<file path="config.mk">
export PLATFORM = sky130hd
export DESIGN_NAME = uart_rx_mv
export DESIGN_NICKNAME = d
export VERILOG_FILES = /design/src/rtl/uart_rx_mv.sv
export SDC_FILE = /design/constraint.sdc
export NUM_CORES = 1
export LEC_CHECK = 0
export BUFFER_PORTS_ARGS = -buffer_cell sky130_fd_sc_hd__buf_2
export CELL_PAD_IN_SITES_DETAIL_PLACEMENT = 0
export CELL_PAD_IN_SITES_GLOBAL_PLACEMENT = 1
export CORE_MARGIN = 2
export CORE_UTILIZATION = 50
export CTS_CLUSTER_DIAMETER = 50
export DETAILED_ROUTE_END_ITERATION = 10
export PLACE_DENSITY_LB_ADDON = 0.1
export SYNTH_ARGS = -nofsm -noshare
export SYNTH_HDL_FRONTEND = slang
export SYNTH_SLANG_ARGS = --single-unit
</file>
<file path="constraint.sdc">
create_clock -name clk -period 4.2 [get_ports clk]
set_clock_uncertainty 0.15 [all_clocks]
set_input_delay 0.42 -clock clk [delete_from_list [all_inputs] [get_ports clk]]
set_output_delay 0.42 -clock clk [all_outputs]
set_load 0.005 [all_outputs]
</file>
<file path="src/rtl/uart_rx_mv.sv">
// UART receiver: 2-FF synchroniser, 3-sample majority vote, false-start and framing checks.
// Define UART_RX_PARITY_EN to add an even-parity bit between data and stop.
module uart_rx_mv #(
    parameter int DBIT = 8,
    parameter int OVS  = 16
) (
    input  logic            clk,
    input  logic            rst_n,
    input  logic            s_tick,
    input  logic            rx,
    output logic            rx_done_tick,
    output logic [DBIT-1:0] dout,
    output logic            frame_err,
    output logic            parity_err
);

    localparam int SW = $clog2(OVS);
    localparam int NW = (DBIT > 1) ? $clog2(DBIT) : 1;
    localparam logic [SW-1:0] S_LO   = SW'(OVS/2 - 2);
    localparam logic [SW-1:0] S_MID1 = SW'(OVS/2 - 1);
    localparam logic [SW-1:0] S_MID  = SW'(OVS/2);
    localparam logic [SW-1:0] S_LAST = SW'(OVS - 1);
    localparam logic [NW-1:0] N_LAST = NW'(DBIT - 1);

    typedef enum logic [2:0] {
        IDLE   = 3'd0,
        START  = 3'd1,
        DATA   = 3'd2,
        PARITY = 3'd3,
        STOP   = 3'd4,
        BRK    = 3'd5
    } state_t;

    state_t          state_q, state_d;
    logic            rx_meta, rxs;
    logic [SW-1:0]   s_q, s_d;
    logic [NW-1:0]   n_q, n_d;
    logic [DBIT-1:0] sh_q, sh_d;
    logic [1:0]      samp_q, samp_d;
    logic [DBIT-1:0] dout_q, dout_d;
    logic            ferr_q, ferr_d;
    logic            done_q, done_d;
    logic            vote;
    logic            mid_tick;
    logic            last_tick;
`ifdef UART_RX_PARITY_EN
    logic            par_q, par_d;
    logic            perr_q, perr_d;
`endif

    // Two earlier samples are held; the third is the live rxs at the mid tick.
    assign vote = (samp_q[0] & samp_q[1]) |
                  (samp_q[0] & rxs) |
                  (samp_q[1] & rxs);

    assign mid_tick  = s_tick && (s_q == S_MID);
    assign last_tick = s_tick && (s_q == S_LAST);

    always_ff @(posedge clk or negedge rst_n) begin
        if (!rst_n) begin
            rx_meta <= 1'b1;
            rxs     <= 1'b1;
        end else begin
            rx_meta <= rx;
            rxs     <= rx_meta;
        end
    end

    always_ff @(posedge clk or negedge rst_n) begin
        if (!rst_n) begin
            state_q <= IDLE;
            s_q     <= '0;
            n_q     <= '0;
            sh_q    <= '0;
            samp_q  <= '0;
            dout_q  <= '0;
            ferr_q  <= 1'b0;
            done_q  <= 1'b0;
`ifdef UART_RX_PARITY_EN
            par_q   <= 1'b0;
            perr_q  <= 1'b0;
`endif
        end else begin
            state_q <= state_d;
            s_q     <= s_d;
            n_q     <= n_d;
            sh_q    <= sh_d;
            samp_q  <= samp_d;
            dout_q  <= dout_d;
            ferr_q  <= ferr_d;
            done_q  <= done_d;
`ifdef UART_RX_PARITY_EN
            par_q   <= par_d;
            perr_q  <= perr_d;
`endif
        end
    end

    always_comb begin
        state_d = state_q;
        s_d     = s_q;
        n_d     = n_q;
        sh_d    = sh_q;
        samp_d  = samp_q;
        dout_d  = dout_q;
        ferr_d  = ferr_q;
        done_d  = 1'b0;
`ifdef UART_RX_PARITY_EN
        par_d   = par_q;
        perr_d  = perr_q;
`endif

        if (s_tick && (s_q == S_LO)) begin
            samp_d[0] = rxs;
        end
        if (s_tick && (s_q == S_MID1)) begin
            samp_d[1] = rxs;
        end

        unique case (state_q)
            IDLE: begin
                if (!rxs) begin
                    state_d = START;
                    s_d     = '0;
                end
            end
            START: begin
                if (mid_tick && vote) begin
                    state_d = IDLE;
                    s_d     = '0;
                end else if (last_tick) begin
                    state_d = DATA;
                    s_d     = '0;
                    n_d     = '0;
                end else if (s_tick) begin
                    s_d = s_q + SW'(1);
                end
            end
            DATA: begin
                if (mid_tick) begin
                    sh_d = {vote, sh_q[DBIT-1:1]};
                end
                if (last_tick) begin
                    s_d = '0;
                    if (n_q == N_LAST) begin
`ifdef UART_RX_PARITY_EN
                        state_d = PARITY;
`else
                        state_d = STOP;
`endif
                    end else begin
                        n_d = n_q + NW'(1);
                    end
                end else if (s_tick) begin
                    s_d = s_q + SW'(1);
                end
            end
`ifdef UART_RX_PARITY_EN
            PARITY: begin
                if (mid_tick) begin
                    par_d = vote;
                end
                if (last_tick) begin
                    state_d = STOP;
                    s_d     = '0;
                end else if (s_tick) begin
                    s_d = s_q + SW'(1);
                end
            end
`endif
            STOP: begin
                // Decide at mid stop bit so a following start edge is not missed.
                if (mid_tick) begin
                    dout_d  = sh_q;
                    ferr_d  = ~vote;
                    done_d  = 1'b1;
                    s_d     = '0;
                    state_d = vote ? IDLE : BRK;
`ifdef UART_RX_PARITY_EN
                    perr_d  = (par_q != ^sh_q);
`endif
                end else if (s_tick) begin
                    s_d = s_q + SW'(1);
                end
            end
            BRK: begin
                if (rxs) begin
                    state_d = IDLE;
                end
            end
            default: begin
                state_d = IDLE;
                s_d     = '0;
            end
        endcase
    end

    assign rx_done_tick = done_q;
    assign dout         = dout_q;
    assign frame_err    = ferr_q;
`ifdef UART_RX_PARITY_EN
    assign parity_err   = perr_q;
`else
    assign parity_err   = 1'b0;
`endif

endmodule
</file>
==> reports/qor.json <==
{
  "track_usage": {"value": 17.3, "unit": "%"},
  "grt_setup_unrepaired": {"value": "false"},
  "wirelength": {"value": 2670, "unit": "µm"},
  "clock.fmax": {"value": 451, "unit": "MHz"},
  "dieWidth": {"value": 60.4, "unit": "µm"},
  "first_pass_grt_wire_length": {"value": 4610, "unit": "µm"},
  "timing.setup.critical_path_class": {"value": "reg -> reg"},
  "synthCells": {"value": 139},
  "wl_per_cell": {"value": 13.6, "unit": "µm"},
  "route.met2.wl": {"value": 1160, "unit": "µm"},
  "synth_enable_flop_cells": {"value": 0},
  "fp.dieArea": {"value": 3650, "unit": "µm²"},
  "design_power_total": {"value": 0.722, "unit": "mW"},
  "antenna_violating_nets_post_route": {"value": 0},
  "cts.root.buffer_cell": {"value": "sky130_fd_sc_hd__clkbuf_4"},
  "portBuffers": {"value": 13},
  "worst_ir_drop_vdd": {"value": 266, "unit": "µV"},
  "clock_tree_from_tritoncts": {"value": "built"},
  "cts_inserted_buffers": {"value": 5},
  "syn_area": {"value": 1590, "unit": "µm²"},
  "min_period_over_period": {"value": 52.8, "unit": "%"},
  "met3_wirelength": {"value": 127, "unit": "µm"},
  "setup-tns-final": {"value": 0, "unit": "ns"},
  "worst_setup_path_start_kind": {"value": "flop"},
  "maximum_number_of_pins_on_one_net_before_global_route_repair": {"value": 33},
  "required_worst_endpoint": {"value": 4.27, "unit": "ns"},
  "die_height": {"value": 60.4, "unit": "µm"},
  "row_count": {"value": 20},
  "routed_via_density": {"value": 5.43},
  "post_layout_min_period": {"value": 2.22, "unit": "ns"},
  "leakage": {"value": 0.848, "unit": "nW"},
  "synth-async-reset-ratio": {"value": 100, "unit": "%"},
  "critical_path_arrival": {"value": 2.29, "unit": "ns"},
  "hold_violations": {"value": 0},
  "highest-signal-layer": {"value": "met4"},
  "clkSinkCount": {"value": 32},
  "ctsHtreeMaxLevel": {"value": 2},
  "clkSlewWorstSetupHoldPaths": {"value": 0.10, "unit": "ns"},
  "finalSetupViolations": {"value": 0},
  "wirelength_met1": {"value": 1340, "unit": "µm"},
  "crit_path_capture_type": {"value": "flop"},
  "n_antenna_cell": {"value": 0},
  "postSynthNetCount": {"value": 148},
  "drv.max_cap_violation_count": {"value": 0},
  "dominant_cell_by_count_in_the_synthesized_netlist": {"value": "sky130_fd_sc_hd__dfrtp_1"},
  "worst_slew_pin_slew": {"value": 0.768, "unit": "ns"},
  "yosysTopAreaCellShare": {"value": 47.2, "unit": "%"},
  "initial_core_util": {"value": 52.1, "unit": "%"},
  "post_dp_hpwl": {"value": 1910, "unit": "µm"},
  "synth.ff_latch_count": {"value": 32},
  "cts-root-to-sink-buffers": {"value": 2},
  "clock_insertion_delay_worst_skew": {"value": 0.33, "unit": "ns"},
  "ys.flop_type": {"value": "sky130_fd_sc_hd__dfrtp_1"},
  "dr.first_iter.drc_count": {"value": 27},
  "grt_remaining_overflow": {"value": 0},
  "synth_area_leaders": {"value": "sky130_fd_sc_hd__dfrtp_1 47%, sky130_fd_sc_hd__mux2_2 13%, sky130_fd_sc_hd__ha_1 3.9%"},
  "gp_congestion": {"value": 0.738},
  "fp.coreArea": {"value": 3050, "unit": "µm²"},
  "final.fill_count": {"value": 281},
  "netlist.top_cell.by_area": {"value": "sky130_fd_sc_hd__dfrtp_1"},
  "hold_wc_path_type": {"value": "in -> reg"},
  "layout.nets": {"value": 161},
  "layout-area-overhead-vs-synth": {"value": 8.96, "unit": "%"},
  "cellPowerDensity": {"value": 417, "unit": "nW/µm²"},
  "antenna_found_initial": {"value": 0},
  "path_max_fanout": {"value": 16},
  "maxSlewHeadroom": {"value": 48.5, "unit": "%"},
  "route.vias.total": {"value": 1069},
  "detail_route.first_pass.iterations": {"value": 4},
  "first_global_vias": {"value": 1039},
  "cts_repair_resize_count": {"value": 0},
  "list_of_most_frequent_post_synthesis_cells": {"value": "30 x sky130_fd_sc_hd__dfrtp_1, 18 x sky130_fd_sc_hd__mux2_2, 12 x sky130_fd_sc_hd__nand2_1, 12 x sky130_fd_sc_hd__nor2_1, 8 x sky130_fd_sc_hd__a21oi_1"},
  "synth_cell_types": {"value": 44},
  "yosysSeqAreaShare": {"value": 50.5, "unit": "%"},
  "postSynthAreaPerCell": {"value": 11.4, "unit": "µm²"},
  "finalMaxSlewViolations": {"value": 0},
  "route.detailed.drc": {"value": 0},
  "io-pin-count": {"value": 15},
  "ys.warnings.count": {"value": 0},
  "outcome": {"value": "completed"},
  "drive_above_1_share": {"value": 34.0, "unit": "%"}
}
-- sequential cells by signal (all words and copies together) (netlist names) --
name,count
dout,8
sh_q,8
s_q,4
n_q,3
state_q,3
samp_q,2
frame_err,1
rx_done_tick,1
rx_meta,1
rxs,1
-- where the power goes --
group	total [mW]	switching [mW]	internal (mW)
clock	0.185	0.103	0.0819
combinational	0.144	0.0756	0.0687
sequential	0.393	0.0422	0.351
total	0.722	0.221	0.502
-- cells in the final DEF (no fill, tap or decap), drive strengths merged --
cell / n
a211o: 1
a211oi: 1
a21o: 2
a21oi: 10
a31oi: 1
a41o: 1
and2: 1
and4: 1
and4b: 1
buf: 13
clkbuf: 7
clkinvlp: 1
conb: 1
dfrtp: 30
dfstp: 2
dlygate4sd3: 1
ha: 5
inv: 2
maj3: 1
mux2: 18
nand2: 13
nand2b: 3
nand3: 4
nand4: 1
nand4b: 1
nor2: 13
nor2b: 1
nor3: 4
o211ai: 1
o21a: 1
o21ai: 5
o22a: 1
o22ai: 2
o311ai: 1
o32ai: 1
xor2: 1
-- final cells by class --
cell class                 instances  area (µm²)  area share (%)
multi-input combinational         97         731            42.1
clock buffer                       7        55.1            3.17
timing repair buffer              14        75.1            4.33
sequential                        32         803            46.3
clock inverter                     1        7.51           0.433
inverter                           2        7.51           0.433
tap                               44        55.1            3.17
-- worst max-delay path, cell delays in order (launching register included) --
cell and delay (ns):
sky130_fd_sc_hd__dfrtp_1 0.57, sky130_fd_sc_hd__nand2b_1 0.31, sky130_fd_sc_hd__nor3_2 0.67, sky130_fd_sc_hd__mux2_2 0.41
-- layer usage --
metal,up-vias,GRT usage [%]
met3,6,5.76
li1,522,-
met5,-,0
met1,525,23.4
met4,0,5.59
met2,16,26.4
-- repair_timing --
item,in CTS,in global routing
hold buffers,1,0
endpoints found under the hold margin,30,0
buffers inserted,0,0
-- path summary, 6_finish.rpt --
path | start | to | slack [ns] | cells after the start
setup / recovery | state_q[1]$_DFFE_PN0P_ | dout[3]$_DFFE_PN0P_ | 1.98 | 3
hold / removal | rx | rx_meta$_DFF_PN1_ | 0.03 | 1
setup reg to reg | state_q[1]$_DFFE_PN0P_ | dout[3]$_DFFE_PN0P_ | 1.98 | 3
hold reg to reg | rx_meta$_DFF_PN1_ | rxs$_DFF_PN1_ | 0.21 | 0
max in group asynchronous | rst_n | state_q[1]$_DFFE_PN0P_ | 2.95 | 2
min in group asynchronous | rst_n | n_q[0]$_DFFE_PN0P_ | 0.51 | 2
-- metrics by stage --
step / hold WS, ns / cells / instance area (µm²) / utilization (%) / setup slack, ns
after floorplan: -0.0256 / 139 / 1590 / - / 2.44
after global placement: 0.196 / 188 / 1660 / 54.4 / 2.05
after detailed placement: 0.198 / 188 / 1660 / 54.4 / 1.98
after CTS: 0.0121 / 197 / 1730 / 56.8 / 1.97
after global routing: 0.00866 / 197 / 1730 / 56.8 / 1.87
final: 0.0296 / 197 / 1730 / 56.8 / 1.98
-- cells by family (layout without fill, tap and decap cells) --
family | after synthesis | count (layout) | share of synthesized area, %
mux | 18 | 18 | 12.7
fa+ha+maj | 6 | 6 | 4.64
other cells | 1 | 1 | 0.236
flops | 32 | 32 | 50.5
compound gates | 28 | 28 | 13.5
simple gates | 43 | 43 | 14.2
xor+xnor | 1 | 1 | 0.550
buf+inv | 10 | 24 | 3.62
No activity file was read; power rests on OpenSTA's default activity.
